==> src/rtl/hazard_stall_controller.sv <==
// Hazard and stall controller for the 5-stage MIPS pipeline: load-use stalls,
// taken-branch flushes, memory-wait freeze with timeout, syscall halt, perf counters.
module hazard_stall_controller #(
    parameter int CNT_W       = 16,
    parameter int MEM_TIMEOUT = 255
) (
    input  logic             clk,
    input  logic             rst_n,
    input  logic [5:0]       id_op,
    input  logic [5:0]       id_func,
    input  logic [4:0]       id_r1,
    input  logic [4:0]       id_r2,
    input  logic [4:0]       ex_waddr,
    input  logic             ex_rw,
    input  logic             ex_mtr,
    input  logic             ex_branch_taken,
    input  logic             mem_req,
    input  logic             mem_ready,
    input  logic             wb_syscall,
    output logic             pc_en,
    output logic             ifid_en,
    output logic             ifid_flush,
    output logic             idex_en,
    output logic             idex_flush,
    output logic             exmem_en,
    output logic             memwb_flush,
    output logic             halted,
    output logic             mem_timeout,
    output logic [CNT_W-1:0] stall_cnt,
    output logic [CNT_W-1:0] flush_cnt,
    output logic [CNT_W-1:0] wait_cnt
);

    localparam int EP_W = $clog2(MEM_TIMEOUT + 1);
    localparam logic [EP_W-1:0] EP_LAST = EP_W'(MEM_TIMEOUT - 1);

    typedef enum logic [1:0] {
        ST_RUN,
        ST_MWAIT,
        ST_HALT,
        ST_ERROR
    } state_t;

    state_t            state_q, state_d;
    logic [EP_W-1:0]   ep_q, ep_d;
    logic [CNT_W-1:0]  stall_cnt_q, stall_cnt_d;
    logic [CNT_W-1:0]  flush_cnt_q, flush_cnt_d;
    logic [CNT_W-1:0]  wait_cnt_q, wait_cnt_d;
    logic              r1_used, r2_used, load_use, freeze, active;

    function automatic logic [CNT_W-1:0] sat_inc(input logic [CNT_W-1:0] v);
        return (&v) ? v : v + CNT_W'(1);
    endfunction

    always_comb begin
        r1_used = 1'b1;
        r2_used = 1'b0;
        case (id_op)
            6'h02, 6'h03, 6'h0F: r1_used = 1'b0;
            6'h00: begin
                r2_used = !(id_func == 6'h08 || id_func == 6'h0C);
                if (id_func == 6'h00 || id_func == 6'h02 || id_func == 6'h03 || id_func == 6'h0C)
                    r1_used = 1'b0;
            end
            6'h04, 6'h05, 6'h2B: r2_used = 1'b1;
            default: ;
        endcase
    end

    assign load_use = ex_rw & ex_mtr & (ex_waddr != 5'd0) &
                      ((r1_used & (ex_waddr == id_r1)) | (r2_used & (ex_waddr == id_r2)));
    assign freeze   = mem_req & ~mem_ready;
    assign active   = (state_q == ST_RUN) || (state_q == ST_MWAIT);

    // Counters only credit the condition that actually drives the outputs this cycle.
    always_comb begin
        state_d     = state_q;
        ep_d        = ep_q;
        stall_cnt_d = stall_cnt_q;
        flush_cnt_d = flush_cnt_q;
        wait_cnt_d  = wait_cnt_q;
        if (active) begin
            if (freeze)               wait_cnt_d  = sat_inc(wait_cnt_q);
            else if (ex_branch_taken) flush_cnt_d = sat_inc(flush_cnt_q);
            else if (load_use)        stall_cnt_d = sat_inc(stall_cnt_q);

            if (wb_syscall)
                state_d = ST_HALT;
            else if (state_q == ST_MWAIT && freeze && ep_q == EP_LAST)
                state_d = ST_ERROR;
            else if (freeze)
                state_d = ST_MWAIT;
            else
                state_d = ST_RUN;

            if (state_d == ST_MWAIT)
                ep_d = (state_q == ST_MWAIT) ? ep_q + EP_W'(1) : EP_W'(1);
            else
                ep_d = '0;
        end
    end

    always_comb begin
        pc_en       = 1'b1;
        ifid_en     = 1'b1;
        ifid_flush  = 1'b0;
        idex_en     = 1'b1;
        idex_flush  = 1'b0;
        exmem_en    = 1'b1;
        memwb_flush = 1'b0;
        if (!rst_n || !active) begin
            pc_en       = 1'b0;
            ifid_en     = 1'b0;
            ifid_flush  = !rst_n;
            idex_en     = 1'b0;
            idex_flush  = 1'b1;
            exmem_en    = 1'b0;
            memwb_flush = 1'b1;
        end else if (freeze) begin
            pc_en       = 1'b0;
            ifid_en     = 1'b0;
            idex_en     = 1'b0;
            exmem_en    = 1'b0;
            memwb_flush = 1'b1;
        end else if (ex_branch_taken) begin
            ifid_flush  = 1'b1;
            idex_flush  = 1'b1;
        end else if (load_use) begin
            pc_en       = 1'b0;
            ifid_en     = 1'b0;
            idex_flush  = 1'b1;
        end
    end

    assign halted      = rst_n & !active;
    assign mem_timeout = rst_n & (state_q == ST_ERROR);
    assign stall_cnt   = stall_cnt_q;
    assign flush_cnt   = flush_cnt_q;
    assign wait_cnt    = wait_cnt_q;

    always_ff @(posedge clk) begin
        if (!rst_n) begin
            state_q     <= ST_RUN;
            ep_q        <= '0;
            stall_cnt_q <= '0;
            flush_cnt_q <= '0;
            wait_cnt_q  <= '0;
        end else begin
            state_q     <= state_d;
            ep_q        <= ep_d;
            stall_cnt_q <= stall_cnt_d;
            flush_cnt_q <= flush_cnt_d;
            wait_cnt_q  <= wait_cnt_d;
        end
    end

endmodule

==> config.mk <==
export PLATFORM = sky130hd
export DESIGN_NAME = hazard_stall_controller
export DESIGN_NICKNAME = d
export VERILOG_FILES = /design/src/rtl/hazard_stall_controller.sv
export SDC_FILE = /design/constraint.sdc
export NUM_CORES = 1
export LEC_CHECK = 0
export CAP_MARGIN = 0
export CORE_ASPECT_RATIO = 0.7
export CORE_MARGIN = 1.5
export CORE_UTILIZATION = 51
export CTS_CLUSTER_DIAMETER = 30
export DETAILED_ROUTE_END_ITERATION = 8
export HOLD_SLACK_MARGIN = 0.05
export PLACE_DENSITY = 0.81
export REMOVE_ABC_BUFFERS = 1
export SLEW_MARGIN = 20
export SYNTH_ARGS = -nofsm -noshare
export SYNTH_HDL_FRONTEND = slang
export SYNTH_SLANG_ARGS = --single-unit
==> constraint.sdc <==
create_clock -name clk -period 9.9 [get_ports clk]
set_input_delay 2.475 -clock clk [delete_from_list [all_inputs] [get_ports clk]]
set_output_delay 2.475 -clock clk [all_outputs]
set_load 0.005 [all_outputs]
Word level (Yosys, flattened, before mapping)

Cells that the tools add are included.

Add/sub/neg operators: 4
Equality and inequality tests: 16
Multiplexer cells: 24
Bitwise gates (word level): 15
Reductions and logical operators: 23

Operators by type and width:

| cell                                                | count |
|---|---|
| adder 16 x 1 -> 16 bit, second input constant       | 3 |
| AND reduction 16 bit                                | 3 |
| equality test 6 x 2 -> 1 bit, second input constant | 4 |
| equality test 6 x 4 -> 1 bit, second input constant | 3 |
| two-way mux 1 bit                                   | 17 |
| two-way mux 8 bit                                   | 2 |
| equality test 6 x 3 -> 1 bit, second input constant | 2 |
| logical NOT 6 bit                                   | 2 |
| equality test 5 bit                                 | 2 |
| adder 8 x 1 -> 8 bit, second input constant         | 1 |
| bitwise AND 1 bit                                   | 8 |
| equality test 8 bit, second input constant          | 1 |
| equality test 6 bit, second input constant          | 1 |
| logical OR 1 bit                                    | 6 |
| two-way mux 2 bit                                   | 3 |
| NOT 1 bit                                           | 6 |
| OR reduction 3 bit                                  | 2 |
| AND reduction 5 bit                                 | 1 |
| nonzero test 5 bit                                  | 1 |
| equality test 2 x 1 -> 1 bit, second input constant | 2 |
| case mux 1 bit (2 select lines)                     | 2 |
| AND reduction 4 bit                                 | 1 |
| logical NOT 1 bit                                   | 3 |
| AND reduction 3 bit                                 | 1 |
| other kinds (4)                                     | 5 |

Bits in registers: 58
Bits of input ports: 35

Depth between registers and ports, before layout

Gate-level depths: netlist of run 1.

Word-level depth: 13
Gate-level depth with buffers: 9
Gate-level depth less buffers: 8

Least setup slack after synthesis of run 1

No wires, ideal clock.

Path type: in2out
Start point: input id_func[1]
End point: output pc_en
Arrival: 4.150 ns
Required time: 7.425 ns
Path slack: 3.275 ns
Stages on the path: 9
Buffers on the path: 3
Cell sequence: or4b_1 o211a_1 o211ai_1 o21a_2 buf_6 buf_2 nor2_1 nor2_1 buf_4

Longest elaborated chain between the ends: 13
Elaborated cells on any way between the ends: 21

Ends and longest elaborated chain:

| element                                                                  | RTL line | text |
|---|---|---|
| start: declaration                                                       | 10       | `input logic [5:0] id_func,` |
| equality test 6 x 2 -> 1 bit / logical NOT 6 bit (equally long branches) | 62       | `if (id_func == 6'h00 \|\| id_func == 6'h02 \|\| id_func == 6'h03 \|\| id_func == 6'h0C)` |
| logical OR 1 bit (3 in series)                                           | 62       |  |
| two-way mux 1 bit                                                        | 62       |  |
| case mux 1 bit (2 select lines)                                          | 58       | `case (id_op)` |
| bitwise AND 1 bit                                                        | 71       | `((r1_used & (ex_waddr == id_r1)) \| (r2_used & (ex_waddr == id_r2)));` |
| bitwise OR 1 bit *                                                       | 71       |  |
| bitwise AND 1 bit *                                                      | 70       | `assign load_use = ex_rw & ex_mtr & (ex_waddr != 5'd0) &` |
| two-way mux 1 bit * (4 in series)                                        | --       |  |
| end: declaration                                                         | 20       | `output logic pc_en,` |

Every way passes the cells marked *; elsewhere a longest branch is shown, timed or not.

Worst setup path after layout of run 1

Start point: input id_op[0]
End point: output pc_en

Longest elaborated chain between the ends: 10
Elaborated cells on any way between the ends: 19

Ends and longest elaborated chain:

| element                                              | RTL line | text |
|---|---|---|
| start: declaration                                   | 9        | `input logic [5:0] id_op,` |
| equality test 6 x 2 -> 1 bit (tied with other cells) | 58       |  |
| OR reduction 3 bit                                   | 58       |  |
| case mux 1 bit (2 select lines)                      | 58       |  |
| bitwise AND 1 bit                                    | 71       |  |
| bitwise OR 1 bit *                                   | 71       |  |
| bitwise AND 1 bit *                                  | 70       |  |
| two-way mux 1 bit *                                  | 128      | `end else if (load_use) begin` |
| two-way mux 1 bit *                                  | 125      | `end else if (ex_branch_taken) begin` |
| two-way mux 1 bit *                                  | 119      | `end else if (freeze) begin` |
| two-way mux 1 bit *                                  | 111      | `if (!rst_n \|\| !active) begin` |

Marked as above.

==> results of run 1 <==
per-layer routing:
| layer | share of wire [%] | vias to the layer above |
|---|---|---|
| li1 | - | 1575 |
| met1 | 45 | 1476 |
| met2 | 47 | 93 |
| met3 | 5.9 | 13 |
| met4 | 1.5 | 0 |
| met5 | 0 | - |
state kept, by name, summed over array words and instances, names as in the netlist:
| name | flops |
|---|---|
| stall_cnt | 16 |
| flush_cnt | 16 |
| ep_q | 8 |
| wait_cnt | 16 |
| state_q | 2 |
worst min-delay path: stages, from the launching register on:
cell and delay [ns]:
dfxtp_1 0.32, o21ai_0 0.07, a21oi_1 0.06
layout make-up:
class                      instances  area (sq um)  area share, %
clock inverter                     1          5.00          0.118
timing repair buffer              93           926           21.8
sequential                        58          1160           27.4
clock buffer                      15           196           4.63
inverter                          12          45.0           1.06
multi-input combinational        295          1820           42.8
tap                               75          93.8           2.21
metrics by stage:
| step | std cells | hold WS, ns |
|---|---|---|
| 4_1_cts | 549 | 0.497 |
| 2_1_floorplan | 365 | 0.439 |
| 3_3_place_gp | 533 | 0.464 |
| 3_5_place_dp | 533 | 0.488 |
| 6_report | 549 | 0.495 |
| 5_1_grt | 549 | 0.534 |
final timing paths:
path | startpoint | end | slack (ns) | cells after the start
worst max-delay path | id_op[0] | pc_en | 2.08 | 8
worst min-delay path | wait_cnt[5] | wait_cnt[5] | 0.49 | 2
worst min register to register | wait_cnt[5] | wait_cnt[5] | 0.49 | 2
worst max register to register | stall_cnt[3] | stall_cnt[9] | 7.24 | 6
synthesized netlist by cell type, types with 6 or more instances:
cell type / instances / area share (%)
dfxtp_1: 58 / 37
nor2_1: 42 / 5.1
nand2_1: 29 / 3.5
a21oi_1: 25 / 4.0
nand3_1: 23 / 3.7
xor2_1: 22 / 6.2
clkbuf_1: 14 / 1.7
or4_1: 14 / 3.4
inv_1: 12 / 1.4
o21ai_0: 12 / 1.9
nand4_1: 11 / 2.2
o31ai_1: 11 / 2.7
xnor2_1: 11 / 3.1
nor3_1: 10 / 1.6
and3_1: 9 / 1.8
or3_1: 9 / 1.8
nor4_1: 8 / 1.6
o21ai_1: 6 / 0.97
power by group:
group / leakage [nW] / internal (mW) / total [mW] / switching, mW
sequential: 0.468 / 0.235 / 0.238 / 0.00343
clock: 0.106 / 0.125 / 0.215 / 0.0905
combinational: 0.833 / 0.0251 / 0.0464 / 0.0213
total: 1.41 / 0.385 / 0.500 / 0.115
kinds of logic after synthesis:
family                   count (synthesis)  synth area share [%]
AND/OR/NAND/NOR                        177                  30.2
AO/OA/AOI/OAI                           75                  15.1
flip-flops                              58                  37.3
XOR/XNOR                                33                  9.29
buffers and inverters                   32                  4.42
multiplexers                             5                  1.65
adder cells (fa/ha/maj)                  5                  2.01
==> results_dict.tcl, run 1 <==
set metrics [dict create \
    finalSetupViolCount 0 \
    ys_async_sr_fraction_pct 0 \
    gp_congestion 0.813 \
    cts_sinks 58 \
    finClkSkew_ns 0.00501 \
    remaining_drc_errors 0 \
    synthCells 385 \
    crit_slowest_cell "a2111oi_0" \
    met3_usage_pct 6.00 \
    syn_area_sq_um 3110 \
    cts.clk_slew.worst_paths_ns 0.06 \
    numPortBuffers 91 \
    critPathLaunchType "primary input" \
    grt_util_met1_pct 32.6 \
    p_per_area_nw_per_um2 118 \
    yosysUniqueCellTypes 46 \
    tns_ns 0 \
    crit_type "in -> out" \
    crit_chain "clkdlybuf4s50_1, nor4_1, nand2_1, a2111oi_0, o21a_2, nor2_1, nor2_1, clkdlybuf4s50_1" \
    ant_nets 0 \
    rsz0062_at_grt "false" \
    place_area_sq_um 4040 \
    critPathCaptureType "primary output" \
    final_cell_mix "clkdlybuf4s50_1, dfxtp_1, nor2_1" \
    final_core_util_pct 73.0 \
    initial_core_util_pct 53.5 \
    fmax_ghz 0.128 \
    crit_buf_inv 2 \
    viasPerCell 5.75 \
    yosys_warnings 0 \
    min_period_ns 7.82 \
    drtIter0Drc 173 \
    cts_root_buffer "clkbuf_8" \
    worstPathRequired_ns 7.43 \
    nets 509 \
    totalPowerFinal_mw 0.500 \
    drv_cap 0 \
    cpPeakStageDelay_ns 0.64 \
    hp-class "reg -> reg" \
    use_met2_pct 44.6 \
    dieArea_sq_um 6590 \
    antenna_found_initial 0 \
    final_common_cell "clkdlybuf4s50_1" \
    clk-insertion-delay-late_ns 0.33 \
    synth_ff_type "dfxtp_1" \
    grt_max_degree 51 \
    p_leak_nw 1.41 \
    post_cts_buffers 0 \
    ios 92 \
    grt_pass1_wl_microns 13300 \
    tightest_slew_ns 1.06 \
    synth_area_per_cell_sq_um 8.08 \
    final_max_slew_viol_count 0 \
    dp.final_hpwl_microns 5910 \
    finalCritPeriodShare_pct 79.0 \
    final_cell_area_sq_um 4250 \
    core_area_sq_um 5810 \
    numCtsBuffers 9 \
    grt-busiest-layer "met2" \
    synth_seq_area_share_pct 37.3 \
    place_ws_ns 2.09 \
    clk_path_buf_depth 2 \
    fill_cells 466 \
    cts_max_level 3 \
    routedWlPerCell_microns 14.8 \
    area_growth_pct 36.4 \
    grt_pass1_vias 2963 \
    die_h_microns 68.4 \
    cp_top_family "compound AO/OA/AOI/OAI gates" \
    wirelength_microns 8130 \
    vdd_ir_drop_max_v 0.0000679 \
    setup_slack_ns 2.08 \
    dr.pass1.iters 5 \
    num_vias 3157 \
    synth_edf_count 0 \
    cts_tree "done" \
    outcome "finished clean" \
    hold_violations 0 \
    grtUsageTotal_pct 26.2 \
    worstPathMaxFanout 31 \
    slew_headroom_pct 28.7 \
    fp-row-count 23 \
    n_antenna_cell 0 \
    die_w_microns 96.4 \
    final_layout_size_suffix_gt1_share_pct 4.22 \
    ys_ff_latch 58 \
    post_cts_resized 0 \
    holdBufCountCts 0 \
    grt_overflow 0 \
    worstPathArrival_ns 5.34 \
]
Power figures use the tool's default switching activity.
==> run 2: changes to the inputs <==
--- a/config.mk
+++ b/config.mk
@@ -8,11 +8,11 @@
 export CAP_MARGIN = 0
 export CORE_ASPECT_RATIO = 0.7
 export CORE_MARGIN = 1.5
-export CORE_UTILIZATION = 51
+export CORE_UTILIZATION = 43
 export CTS_CLUSTER_DIAMETER = 30
 export DETAILED_ROUTE_END_ITERATION = 8
 export HOLD_SLACK_MARGIN = 0.05
-export PLACE_DENSITY = 0.81
+export PLACE_DENSITY = 0.73
 export REMOVE_ABC_BUFFERS = 1
 export SLEW_MARGIN = 20
 export SYNTH_ARGS = -nofsm -noshare
==> constraint.sdc (replaced) <==
create_clock -name clk -period 6.6 [get_ports clk]
set_input_delay 1.65 -clock clk [delete_from_list [all_inputs] [get_ports clk]]
set_output_delay 1.65 -clock clk [all_outputs]
set_load 0.005 [all_outputs]
==> results_dict.tcl, run 2 (synthesized netlist as in run 1, its figures left out) <==
set metrics [dict create \
    die_w_microns 105 \
    cp.depth 8 \
    viasPerCell 5.50 \
    fill_cells 600 \
    cts_sinks 58 \
    p_leak_nw 1.40 \
    post_cts_resized 0 \
    post_cts_buffers 0 \
    crit_buf_inv 2 \
    cts_root_buffer "clkbuf_8" \
    r2r_cells 7 \
    tightest_slew_ns 0.943 \
    fmax_ghz 0.172 \
    p_per_area_nw_per_um2 177 \
    area_growth_pct 37.5 \
    dieArea_sq_um 7760 \
    slew_headroom_pct 36.7 \
    gp_congestion 0.789 \
    finalSetupViolCount 0 \
    r2r_end "stall_cnt[1]" \
    dr.pass1.iters 4 \
    holdBufCountCts 0 \
    cts_tree "done" \
    worstPathMaxFanout 4 \
    num_vias 3131 \
    finClkSkew_ns 0.00944 \
    n_antenna_cell 0 \
    wirelength_microns 7820 \
    final_layout_size_suffix_gt1_share_pct 4.63 \
    ios 92 \
    outcome "finished clean" \
    crit_slowest_cell "a2111oi_0" \
    wl_met2_microns 3390 \
    clk_path_buf_depth 2 \
    routedWlPerCell_microns 13.7 \
    min_path_cells 1 \
    grt_pass1_wl_microns 13400 \
    antenna_found_initial 0 \
    totalPowerFinal_mw 0.756 \
    wl_met3_microns 546 \
    dpl.cell_count 553 \
    cts.clk_slew.worst_paths_ns 0.07 \
    grt_overflow 0 \
    remaining_drc_errors 0 \
    clk-insertion-delay-late_ns 0.34 \
    worstPathArrival_ns 4.16 \
    rsz0062_at_grt "false" \
    initial_core_util_pct 45.2 \
    reg2reg_slack_ns 3.98 \
    timing.rr.start "stall_cnt[2]" \
    grt_pass1_vias 2879 \
    final_max_slew_viol_count 0 \
    crit_chain "clkdlybuf4s50_1, nor4_1, nand2_1, a2111oi_0, o21a_2, nor2_1, nor2_1, clkdlybuf4s50_1" \
    hp-class "reg -> reg" \
    cts_max_level 3 \
    crit_end "pc_en" \
    finalCritPeriodShare_pct 88.1 \
    min_period_ns 5.81 \
    dp.final_hpwl_microns 5700 \
    final_common_cell "clkdlybuf4s50_1" \
    holdCritStartpoint "ep_q[6]" \
    cpPeakStageDelay_ns 0.61 \
    worstPathRequired_ns 4.95 \
    fp-row-count 25 \
    ant_nets 0 \
    tns_ns 0 \
    die_h_microns 74.2 \
    drv_cap 0 \
    critPathCaptureType "primary output" \
    final_cells 569 \
    vdd_ir_drop_max_v 0.000115 \
    grtUsageTotal_pct 21.2 \
    crit_start "id_op[1]" \
    cp_top_family "buffers and inverters" \
    grt_max_degree 50 \
    nets 510 \
    wl_met1_microns 3830 \
    final_cell_mix "clkdlybuf4s50_1, dfxtp_1, nor2_1" \
    critPathLaunchType "primary input" \
    topRoutingLayerUsed "met4" \
    crit_type "in -> out" \
    numPortBuffers 91 \
    core_area_sq_um 6880 \
    drtIter0Drc 164 \
    numCtsBuffers 9 \
    hold_violations 0 \
]
==> run 2: worst min path at each step <==
stage	endpoint	slack [ns]
final	ep_q[6]	0.50
after global routing	stall_cnt[5]	0.51
after CTS	ep_q[7]	0.49
after detailed placement	ep_q[7]	0.48
after global placement	ep_q[7]	0.46
after floorplan	ep_q[7]	0.44
==> run 2: cell type report <==
class	instances	area (sq um)	area share, %
sequential	58	1160	27.1
multi-input combinational	295	1820	42.5
clock buffer	9	124	2.90
clock inverter	7	78.8	1.84
inverter	12	45.0	1.05
tap	94	118	2.75
timing repair buffer	94	933	21.8
==> run 2: layer usage <==
metal / GRT usage, % / vias up
li1: - / 1578
met5: 0 / -
met3: 6.84 / 4
met1: 28.7 / 1460
met2: 33.3 / 89
met4: 5.02 / 0
==> run 2: power by group <==
part           leakage (nW)  total, mW  switching [mW]  internal, mW
Sequential            0.468      0.357         0.00479         0.352
Combinational         0.837     0.0684          0.0309        0.0375
Clock                0.0921      0.330           0.154         0.176
==> run 2: per-stage QoR <==
step	instance area [sq um]	hold WS, ns	setup WS (ns)	utilization [%]
final	4280	0.500	0.786	62.2
after global routing	4280	0.513	0.538	62.2
after detailed placement	4080	0.484	0.769	59.2
after floorplan	3020	0.439	1.77	-
after global placement	4080	0.458	0.846	59.2
after CTS	4280	0.494	0.752	62.2
==> run 3: changes to the inputs <==
--- a/config.mk
+++ b/config.mk
@@ -6,14 +6,12 @@
 export NUM_CORES = 1
 export LEC_CHECK = 0
 export CAP_MARGIN = 0
-export CORE_ASPECT_RATIO = 0.7
-export CORE_MARGIN = 1.5
+export CORE_MARGIN = 2
 export CORE_UTILIZATION = 43
 export CTS_CLUSTER_DIAMETER = 30
 export DETAILED_ROUTE_END_ITERATION = 8
 export HOLD_SLACK_MARGIN = 0.05
 export PLACE_DENSITY = 0.73
-export REMOVE_ABC_BUFFERS = 1
 export SLEW_MARGIN = 20
 export SYNTH_ARGS = -nofsm -noshare
 export SYNTH_HDL_FRONTEND = slang
==> results_dict.tcl, run 3 (synthesized netlist as in run 1, its figures left out) <==
set metrics [dict create \
    outcome "finished clean" \
    numCtsBuffers 9 \
    hold_violations 0 \
    antenna_found_initial 0 \
    topRoutingLayerUsed "met4" \
    dieArea_sq_um 7930 \
    clk_path_buf_depth 2 \
    routedWlPerCell_microns 13.4 \
    die_h_microns 89.1 \
    gp_congestion 0.806 \
    wirelength_microns 7690 \
    grtUsageTotal_pct 20.2 \
    p_per_area_nw_per_um2 183 \
    cts_sinks 58 \
    fp-row-count 31 \
    final_common_cell "clkdlybuf4s50_1" \
    initial_core_util_pct 43.6 \
    worstPathMaxFanout 3 \
    tns_ns 0 \
    die_w_microns 89.1 \
    p_seq_share_pct 45.3 \
    ios 92 \
    holdBufCountCts 0 \
    critPathCaptureType "primary output" \
    numPortBuffers 91 \
    r2r_cells 7 \
    vdd_ir_drop_max_v 0.0000975 \
    drtIter0Drc 91 \
    rsz0062_at_grt "false" \
    drv_cap 0 \
    hp-class "reg -> reg" \
    grt_pass1_vias 2890 \
    wl_met1_microns 3560 \
    cts_root_buffer "clkbuf_8" \
    cts_tree "done" \
    switching_share_pct 22.4 \
    p_sw_mw 0.176 \
    cts_max_level 3 \
    min_period_ns 5.76 \
    grt_pass1_wl_microns 12800 \
    clock_power_share_pct 46.0 \
    cts.clk_slew.worst_paths_ns 0.06 \
    worstPathRequired_ns 4.95 \
    syn-num-nets 425 \
    dr.pass1.iters 4 \
    clk-insertion-delay-late_ns 0.33 \
    final_cell_mix "clkdlybuf4s50_1, dfxtp_1, nor2_1" \
    post_cts_buffers 0 \
    n_antenna_cell 0 \
    final_layout_size_suffix_gt1_share_pct 4.42 \
    worstPathArrival_ns 4.11 \
    grt_overflow 0 \
    tightest_slew_ns 0.978 \
    ant_nets 0 \
    area_growth_pct 38.2 \
    remaining_drc_errors 0 \
    dp.final_hpwl_microns 5520 \
    finClkSkew_ns 0.00925 \
    crit_type "in -> out" \
    nets 510 \
    final_max_slew_viol_count 0 \
    p_comb_share_pct 8.7 \
    wl_met3_microns 396 \
    internal-power_mw 0.612 \
    min_path_cells 1 \
    hold_ws_ns 0.482 \
    wl_met2_microns 3610 \
    fmax_ghz 0.174 \
    critPathLaunchType "primary input" \
    finalCritPeriodShare_pct 87.3 \
    core_area_sq_um 7140 \
    finalSetupViolCount 0 \
    grt_max_degree 50 \
    totalPowerFinal_mw 0.788 \
    viasPerCell 5.40 \
    post_cts_resized 0 \
    p_leak_nw 1.41 \
    num_vias 3101 \
    slew_headroom_pct 34.4 \
]
-- run 3: cell types whose count changed in the layout (fill, tap and decap cells not counted), sizes merged --
| cell | before | now |
|---|---|---|
| bufinv | 1 | 2 |
| clkbuf | 9 | 11 |
| clkinvlp | 3 | 1 |
| inv | 13 | 12 |
-- run 3: worst paths after layout --
path | from | slack (ns) | endpoint
worst max-delay path | id_op[0] | 0.84 | ifid_en
worst min-delay path | ep_q[7] | 0.48 | ep_q[7]
worst max register to register | stall_cnt[2] | 3.92 | stall_cnt[1]
worst min register to register | ep_q[7] | 0.48 | ep_q[7]
-- run 3: final cells by class --
| cell class | instances | area [sq um] |
|---|---|---|
| Clock buffer | 11 | 141 |
| Clock inverter | 5 | 77.6 |
| Fill cell | 645 | 2840 |
| Inverter | 12 | 45.0 |
| Multi-Input combinational cell | 295 | 1820 |
| Sequential cell | 58 | 1160 |
| Tap cell | 99 | 124 |
| Timing Repair Buffer | 94 | 933 |
-- run 3: power by group through the flow --
stage | Combinational, mW | Clock (mW) | Sequential (mW)
after detailed placement | 0.0679 | 0 | 0.365
after floorplan | 0.0308 | 0 | 0.363
final | 0.0684 | 0.363 | 0.357
after CTS | 0.0689 | 0.372 | 0.357
after global routing | 0.0747 | 0.383 | 0.358
after global placement | 0.0667 | 0 | 0.365
-- run 3: critical path: stages --
cell and delay, ns:
clkdlybuf4s50_1 0.44, nor4_1 0.39, nand2_1 0.10, a2111oi_0 0.57, o21a_2 0.26, nor2_1 0.05, nor2_1 0.13, clkdlybuf4s50_1 0.52
-- run 3: metal layers --
metal,GRT usage [%],vias up
li1,-,1578
met1,26.7,1432
met2,32.9,78
met3,3.60,13
met4,7.73,0
met5,0,-
-- run 3: metrics by stage --
stage                     instance area (sq um)  setup WS (ns)  std cells  utilization, %
after floorplan                            3110           1.62        385               -
after global placement                     4080          0.865        558            57.2
after detailed placement                   4080          0.799        558            57.2
after CTS                                  4300          0.783        574            60.3
after global routing                       4300          0.550        574            60.3
final                                      4300          0.838        574            60.3
